File: config.mk
export PLATFORM = sky130hd
export DESIGN_NAME = echo_scheduler
export DESIGN_NICKNAME = d
export VERILOG_FILES = /design/src/rtl/echo_scheduler.sv
export SDC_FILE = /design/constraint.sdc
export NUM_CORES = 1
export LEC_CHECK = 0
export BUFFER_PORTS_ARGS = -buffer_cell sky130_fd_sc_hd__buf_2
export CAP_MARGIN = 20
export CORE_ASPECT_RATIO = 0.6
export CORE_UTILIZATION = 57
export DETAILED_ROUTE_END_ITERATION = 8
export PLACE_DENSITY = 0.86
export SLEW_MARGIN = 10
export SYNTH_ARGS = -nofsm -noshare
export SYNTH_HDL_FRONTEND = slang
export SYNTH_SLANG_ARGS = --single-unit
File: constraint.sdc
create_clock -name CLOCK_50 -period 8.9 [get_ports CLOCK_50]
set_input_delay 1.78 -clock CLOCK_50 [delete_from_list [all_inputs] [get_ports CLOCK_50]]
set_output_delay 1.78 -clock CLOCK_50 [all_outputs]
set_load 0.005 [all_outputs]
File: src/rtl/echo_scheduler.sv
// Stereo multi-tap comb echo: eight delay taps share one external single-port RAM, one tap per 3-cycle slot.
// Optional build macro ECHO_MEM_CLEAR_EN adds a post-reset CLEAR sweep that zeroes the delay RAM.
module echo_scheduler #(
    parameter int FB_SHIFT = 1,
    parameter int ADDR_W   = 15
) (
    input  logic              CLOCK_50,
    input  logic              reset,
    input  logic              enable,
    input  logic              sample_valid,
    input  logic [31:0]       in_L,
    input  logic [31:0]       in_R,
    output logic [31:0]       out_L,
    output logic [31:0]       out_R,
    output logic              out_valid,
    output logic              busy,
    output logic              overrun,
    output logic [ADDR_W-1:0] mem_addr,
    output logic              mem_rd_en,
    output logic              mem_we,
    output logic [31:0]       mem_wdata,
    input  logic [31:0]       mem_rdata
);

    localparam int MEM_WORDS = 32196;
    localparam int TAP_BASE  [8] = '{0, 3203, 6774, 10985, 15862, 19163, 22860, 27197};
    localparam int TAP_DEPTH [8] = '{3203, 3571, 4211, 4877, 3301, 3697, 4337, 4999};

`ifdef ECHO_MEM_CLEAR_EN
    typedef enum logic [2:0] {S_CLEAR, S_IDLE, S_READ, S_CAPTURE, S_WRITE, S_OUTPUT} state_t;
    localparam state_t RESET_STATE = S_CLEAR;
    logic [ADDR_W-1:0] clr_reg;
`else
    typedef enum logic [2:0] {S_IDLE, S_READ, S_CAPTURE, S_WRITE, S_OUTPUT} state_t;
    localparam state_t RESET_STATE = S_IDLE;
`endif

    state_t state_reg, state_next;

    logic [2:0]         tap_reg;
    logic [31:0]        in_l_reg, in_r_reg;
    logic               frame_en_reg;
    logic [31:0]        delayed_reg;
    logic signed [33:0] wet_l_reg, wet_r_reg;
    logic [31:0]        out_l_reg, out_r_reg;
    logic               out_valid_reg, overrun_reg;

    logic [ADDR_W-1:0]  tap_addr [8];

    function automatic logic [31:0] sat32(input logic signed [34:0] v);
        if (v > 35'sh7FFF_FFFF) return 32'h7FFF_FFFF;
        if (v < -35'sh8000_0000) return 32'h8000_0000;
        return v[31:0];
    endfunction

    // Per-tap circular pointers; each advances only on its own WRITE slot.
    for (genvar gi = 0; gi < 8; gi++) begin : g_tap
        logic [ADDR_W-1:0] ptr_reg;
        always_ff @(posedge CLOCK_50) begin
            if (reset) begin
                ptr_reg <= '0;
            end else if (state_reg == S_WRITE && tap_reg == 3'(gi)) begin
                if (ptr_reg == ADDR_W'(TAP_DEPTH[gi] - 1))
                    ptr_reg <= '0;
                else
                    ptr_reg <= ptr_reg + 1'b1;
            end
        end
        assign tap_addr[gi] = ADDR_W'(TAP_BASE[gi]) + ptr_reg;
    end

    logic [31:0]        tap_in;
    logic signed [34:0] tap_in_x, delayed_x, fb_x, wsum;
    logic signed [34:0] in_l_x, in_r_x, wet_l_x, wet_r_x, mix_l, mix_r;

    assign tap_in    = tap_reg[2] ? in_r_reg : in_l_reg;
    assign tap_in_x  = {{3{tap_in[31]}}, tap_in};
    assign delayed_x = {{3{delayed_reg[31]}}, delayed_reg};
    assign fb_x      = delayed_x >>> FB_SHIFT;
    assign wsum      = tap_in_x + fb_x;

    assign in_l_x  = {{3{in_l_reg[31]}}, in_l_reg};
    assign in_r_x  = {{3{in_r_reg[31]}}, in_r_reg};
    assign wet_l_x = {wet_l_reg[33], wet_l_reg};
    assign wet_r_x = {wet_r_reg[33], wet_r_reg};
    assign mix_l   = (in_l_x >>> 2) + (wet_l_x >>> 2);
    assign mix_r   = (in_r_x >>> 2) + (wet_r_x >>> 2);

    always_ff @(posedge CLOCK_50) begin
        if (reset) state_reg <= RESET_STATE;
        else       state_reg <= state_next;
    end

    always_comb begin
        state_next = state_reg;
        case (state_reg)
`ifdef ECHO_MEM_CLEAR_EN
            S_CLEAR:   if (clr_reg == ADDR_W'(MEM_WORDS - 1)) state_next = S_IDLE;
`endif
            S_IDLE:    if (sample_valid) state_next = enable ? S_READ : S_OUTPUT;
            S_READ:    state_next = S_CAPTURE;
            S_CAPTURE: state_next = S_WRITE;
            S_WRITE:   state_next = (tap_reg == 3'd7) ? S_OUTPUT : S_READ;
            S_OUTPUT:  state_next = S_IDLE;
            default:   state_next = S_IDLE;
        endcase
    end

    // RAM strobes are masked by reset so an aborted frame cannot land a write on the reset cycle.
    always_comb begin
        busy      = (state_reg != S_IDLE);
        mem_addr  = tap_addr[tap_reg];
        mem_rd_en = 1'b0;
        mem_we    = 1'b0;
        mem_wdata = sat32(wsum);
        case (state_reg)
`ifdef ECHO_MEM_CLEAR_EN
            S_CLEAR: begin
                mem_addr  = clr_reg;
                mem_we    = ~reset;
                mem_wdata = '0;
            end
`endif
            S_READ:  mem_rd_en = ~reset;
            S_WRITE: mem_we    = ~reset;
            default: ;
        endcase
    end

    always_ff @(posedge CLOCK_50) begin
        if (reset) begin
            tap_reg       <= '0;
            in_l_reg      <= '0;
            in_r_reg      <= '0;
            frame_en_reg  <= 1'b0;
            delayed_reg   <= '0;
            wet_l_reg     <= '0;
            wet_r_reg     <= '0;
            out_l_reg     <= '0;
            out_r_reg     <= '0;
            out_valid_reg <= 1'b0;
            overrun_reg   <= 1'b0;
`ifdef ECHO_MEM_CLEAR_EN
            clr_reg       <= '0;
`endif
        end else begin
            overrun_reg   <= sample_valid && (state_reg != S_IDLE);
            out_valid_reg <= 1'b0;
            case (state_reg)
`ifdef ECHO_MEM_CLEAR_EN
                S_CLEAR: clr_reg <= clr_reg + 1'b1;
`endif
                S_IDLE: begin
                    if (sample_valid) begin
                        in_l_reg     <= in_L;
                        in_r_reg     <= in_R;
                        frame_en_reg <= enable;
                        tap_reg      <= '0;
                        wet_l_reg    <= '0;
                        wet_r_reg    <= '0;
                    end
                end
                S_CAPTURE: begin
                    delayed_reg <= mem_rdata;
                    if (tap_reg[2])
                        wet_r_reg <= wet_r_reg + {{2{mem_rdata[31]}}, mem_rdata};
                    else
                        wet_l_reg <= wet_l_reg + {{2{mem_rdata[31]}}, mem_rdata};
                end
                S_WRITE: tap_reg <= tap_reg + 1'b1;
                S_OUTPUT: begin
                    out_valid_reg <= 1'b1;
                    out_l_reg     <= frame_en_reg ? sat32(mix_l) : in_l_reg;
                    out_r_reg     <= frame_en_reg ? sat32(mix_r) : in_r_reg;
                end
                default: ;
            endcase
        end
    end

    assign out_L     = out_l_reg;
    assign out_R     = out_r_reg;
    assign out_valid = out_valid_reg;
    assign overrun   = overrun_reg;

endmodule

==> metrics.txt, run 1 <==
status=complete, no violations; critical path arrival=5.21 ns; crit end category=output pin; FF+latch count, synth=356; worst setup path category=reg -> out; fmax=0.143 GHz; r2r setup slk=4.25 ns; PortBufs=215; top post-synthesis cells by count=nand2_1, dfxtp_1, a21oi_1; Antenna Nets Post-Route=0; met1 usage=55.7%; period utilization=78.6%; max reg flops=120; Num CTS Buffers=38; Worst Hold End=out_R[11]; vias in the first global route=22,000; fill count=3,738; HPWL after DPL=69,200 um; Post-synth ARST share=0%; final setup violating endpoints=0; # IOs=216; post-synth net total=3,543; die span in y=166 um; Synth-to-Final Area Change=10.1%; Final Skew=0.0322 ns; GR met2 Demand/Resource=43.0%; gr usage total=38.2%; ys flop type=dfxtp_1; clock network latency to the later pin of the worst-skew pair=0.55 ns; core box area=43,800 um2; Clock Path Buffers=3; Hold Crit Start=out_R[11]; # nets final=3,642; Post-Syn Instances=3,245; Mapped Area=25,600 um2; busiest layer in global routing=met1; RR Startpoint=wet_r_reg[2]; post-route setup slack=1.91 ns; RePlAce Congestion=1.05; worst hold slack=0.444 ns; die area=45,800 um2; largest net degree at the start of global routing=74; Initial DRC Count=3,453; largest cells by area after synthesis=dfxtp_1, ha_1, a21oi_1, nand2_1, xnor2_1; met3 usage=27.0%; via count=25,200; Post-CTS Setup Bufs=0; root buffer cell=clkbuf_16; Initial Util=58.5%; CP required=7.12 ns; Max-Slew Margin vs Limit=32.2%; VDD IR max=0.137 mV; num rows=59; power density over the cells=156 nW/um2; post-synthesis sequential area ratio=27.9%; Die Span X=276 um; Synth cell types=106; synthesized area per cell=7.89 um2; first-pass GRT wire length=133,000 um; EDFF count, synth=0; share of layout cells above drive strength 1=12.7%; # resized after CTS=0; RSZ-0062 raised after global routing=no; cell with the most instances after synthesis=nand2_1; WL final=90,400 um; clock tree sinks=356; setup TNS=0 ns; Routed WL per cell=22.9 um; Final Hold Fails=0; Yosys top cell by area=dfxtp_1; worst hold path type=reg -> reg; Max H-tree Level=2; FF-to-FF path depth=13; crit-path max FO=32; hold path cells=2; hold_buf cts=0; CTS clk-pin slew, worst paths=0.07 ns; worst r2r dst=out_R[18]; Final Max Tran Viols=0; P_leak=12.1 nW; Vias/cell=6.38; synth warn=0; crit path time final=6.99 ns; top-area cell type share of the netlist area=27.9%; CP Launch Type=register; Worst Max-Slew Pin Slew=1.01 ns; # DRC=0; TritonCTS clock tree=done; Overflow after GRT=0; antenna violations before repair=6; 1st-pass router iterations=6; Max Cap Viol=0; Place WS=2.78 ns
==> cells in the final DEF (no fill, tap or decap), types with 28 or more instances in the layout <==
master,instances
inv_1,91
xor2_1,147
o21bai_1,28
mux2_2,31
o21ai_0,152
ha_1,193
nand4_1,43
and3_1,47
or3_1,28
nand2_1,404
nand3_1,94
xnor2_1,169
clkbuf_16,41
maj3_1,39
a21oi_1,349
dfxtp_1,354
nor3_1,48
nor2_1,333
a21o_1,73
buf_2,214
a22oi_1,42
==> worst max-delay path, cell delays in order (launching register included) <==
cell,delay (ns)
dfxtp_2,0.60
mux2_2,0.47
ha_1,0.42
and4_1,0.28
nand3_1,0.18
a211oi_1,0.77
o311ai_1,0.27
a21oi_1,0.33
a211oi_1,0.14
o21ai_0,0.25
a31oi_1,0.14
a21oi_2,0.12
buf_4,0.33
maj3_1,0.23
buf_2,0.11
==> routing by layer <==
metal | part of all wire (%) | up-vias
met5 | 0.076 | -
met2 | 34 | 1713
li1 | - | 11700
met3 | 22 | 145
met4 | 2.3 | 10
met1 | 43 | 11600
==> logic make-up after synthesis <==
logic type,after synthesis,synth area share (%)
AOI/OAI and AO/OA,870,21.5
xor gates and xnor gates,317,10.9
adders and majority gates,237,11.4
buffers and inverters,276,4.54
DFF,356,27.9
muxes,66,4.00
and+or+nand+nor,1123,19.9
==> area by class of cell <==
cell class | instances | area, um2 | area share (%)
Clock buffer | 51 | 1110 | 3.95
Multi-Input combinational cell | 2613 | 17300 | 61.5
Clock inverter | 18 | 233 | 0.826
Tap cell | 579 | 724 | 2.57
Antenna cell | 4 | 10.0 | 0.0355
Inverter | 94 | 353 | 1.25
Timing Repair Buffer | 241 | 1280 | 4.53
Sequential cell | 356 | 7130 | 25.3
==> power breakdown <==
group / leakage (nW) / switching, mW / internal (mW)
clock: 0.654 / 0.704 / 1.03
sequential: 2.88 / 0.110 / 1.66
combinational: 8.55 / 0.577 / 0.321
total: 12.1 / 1.39 / 3.01
==> through the flow <==
step	instances	utilization, %	power [mW]	instance area, um2
after detailed placement	3883	61.3	2.65	26800
after floorplan	3245	-	2.33	25600
final	3956	64.4	4.40	28200
after global placement	3883	61.3	2.63	26800
after global routing	3954	64.4	4.53	28200
after CTS	3952	64.3	4.35	28200
==> worst max path at each step <==
stage	start	end	slack, ns	cells past startpoint
floorplan	tap_reg[2]	mem_wdata[24]	3.25	17
global placement	tap_reg[2]	mem_wdata[2]	2.81	14
detailed placement	tap_reg[2]	mem_wdata[2]	2.78	14
CTS	tap_reg[2]	mem_wdata[0]	2.18	14
global route	tap_reg[2]	mem_wdata[7]	1.66	14
finish	tap_reg[2]	mem_wdata[15]	1.91	14
(Power assumes the default switching activity.)
==> run 2, diff against run 1 <==
clock period = 7.2 ns   (was 8.9 ns; I/O delays follow)
==> run 2 against run 1 <==
Core utilization shrank 0.31 points. Register-to-register slack lost 1.7 ns. Power grew 20%. Worst hold slack gained 0.0056 ns. Sequential share of layout area grew 0.12 points. Die area is the same. Combinational power grew 24%. Sequential power grew 24%. Global-route usage shrank 0.33 points. Sequential cell count is the same. Wire length shrank 1.4%. Clock power grew 16%. Largest power group unchanged.
==> metrics.txt, run 2 (synthesized netlist as in run 1, its figures left out) <==
status=complete, no violations; share of layout cells above drive strength 1=12.5%; crit path time final=6.66 ns; VDD IR max=0.165 mV; Post-CTS Setup Bufs=0; TritonCTS clock tree=done; HPWL after DPL=68,700 um; # DRC=0; crit path cell chain=mux2_2, ha_1, and4_1, nand3_1, a211oi_1, o311ai_1, a21oi_1, a211oi_1, o21ai_0, a31oi_1, a21oi_2, buf_4, maj3_1, buf_2; RSZ-0062 raised after global routing=no; die area=45,800 um2; commonest non-fill, non-tap cell in the layout=nand2_1; Util after Layout=64.1%; fill count=3,752; Antenna Nets Post-Route=0; clock tree sinks=356; core box area=43,800 um2; hold_buf cts=0; gr usage total=37.9%; Initial DRC Count=3,364; antenna violations before repair=5; Final Skew=0.0273 ns; Clock Path Buffers=3; Crit path largest cell delay=0.74 ns; most frequent cells in the layout=nand2_1, dfxtp_1, a21oi_1, nor2_1, buf_2; internal power=3.60 mW; CP top delay family=compound AO/OA/AOI/OAI gates; Final Hold Fails=0; crit end category=output pin; switching share of power=32.0%; Max H-tree Level=2; Initial Util=58.5%; Num CTS Buffers=37; vias in the first global route=22,100; root buffer cell=clkbuf_16; Synth-to-Final Area Change=9.58%; CTS clk-pin slew, worst paths=0.06 ns; 1st-pass router iterations=6; part of the power in combinational logic=20.9%; Slowest-stage cell, CP=a211oi_1; via count=25,300; PortBufs=215; fin cells=3,949; setup TNS=0 ns; Final Max Tran Viols=0; num rows=59; P_sw=1.69 mW; Worst Max-Slew Pin Slew=1.01 ns; first-pass GRT wire length=133,000 um; CP dominant cell by count=a211oi_1; Clock Power Share=37.8%; largest net degree at the start of global routing=78; power density over the cells=189 nW/um2; Max Cap Viol=0; worst hold path type=reg -> reg; Routed WL per cell=22.6 um; Reg power frac=41.3%; WL final=89,200 um; critical path arrival=5.22 ns; fmax=0.150 GHz; worst setup path category=reg -> out; # IOs=216; Overflow after GRT=0; clock network latency to the later pin of the worst-skew pair=0.55 ns; Vias/cell=6.42; RePlAce Congestion=1.08; period utilization=92.5%; Die Span X=276 um; Buf+Inv Stages, Crit Path=2; P_leak=12.0 nW; max reg flops=120; Placed Instances=3,882; # nets final=3,640; CP Launch Type=register; CP required=5.76 ns; # resized after CTS=0; Max-Slew Margin vs Limit=32.4%; die span in y=166 um; final setup violating endpoints=0; crit-path max FO=32
-- run 2: cell types whose count changed in the layout (fill, tap and decap cells not counted) --
cell / delta
clkbuf_16: -4
clkinvlp_4: -3
buf_4: -1
bufinv_16: -1
clkbuf_1: +1
clkbuf_8: +1
clkinv_2: -1
inv_6: +1
nor2_1: -1
nor2_2: +1
-- run 2: power by group through the flow --
stage | clock network, mW | logic, mW | registers (mW)
after detailed placement | 0 | 1.06 | 2.21
after global placement | 0 | 1.04 | 2.21
after CTS | 2.00 | 1.07 | 2.17
final | 2.00 | 1.11 | 2.19
after floorplan | 0 | 0.731 | 2.15
after global routing | 2.08 | 1.18 | 2.18
-- run 2: per-stage QoR --
stage / area, um2 / power (mW) / worst slack, ns / hold WS, ns
3_3_place_gp: 26800 / 3.25 / 1.45 / 0.440
5_1_grt: 28000 / 5.45 / 0.436 / 0.479
4_1_cts: 28000 / 5.23 / 0.709 / 0.457
3_5_place_dp: 26800 / 3.27 / 1.30 / 0.442
2_1_floorplan: 25600 / 2.88 / 1.89 / 0.436
6_report: 28000 / 5.29 / 0.538 / 0.450
-- run 2: area by class of cell --
| class | instances | area, um2 | share of cell area (%) |
|---|---|---|---|
| multi-input cells | 2613 | 17300 | 61.8 |
| flip-flops and latches | 356 | 7130 | 25.4 |
| repair buffers | 240 | 1270 | 4.53 |
| clock buffers | 49 | 1030 | 3.68 |
| well taps | 579 | 724 | 2.58 |
| inverters | 94 | 353 | 1.26 |
| clock inverters | 14 | 184 | 0.656 |
| diodes | 4 | 10.0 | 0.0357 |
-- run 2: worst min-delay path: stages (launching register included) --
cell	delay [ns]
dfxtp_1	0.32
nand2_1	0.04
o21ai_0	0.05
-- run 2: metal layers --
metal  track usage [%]  routed length, um  vias up
li1                  -                  -    11700
met1              56.4              38000    11700
met2              43.5              29900     1787
met3              23.7              18900      177
met4              8.22               2290        6
met5                 0                 67        -
-- run 2: worst paths after layout --
kind	cells past startpoint	slack (ns)	startpoint	to
worst max-delay path	14	0.54	tap_reg[2]	mem_wdata[27]
worst min-delay path	2	0.45	out_R[9]	out_R[9]
worst max register to register	13	2.53	wet_r_reg[2]	out_R[18]
worst min register to register	2	0.45	out_R[9]	out_R[9]
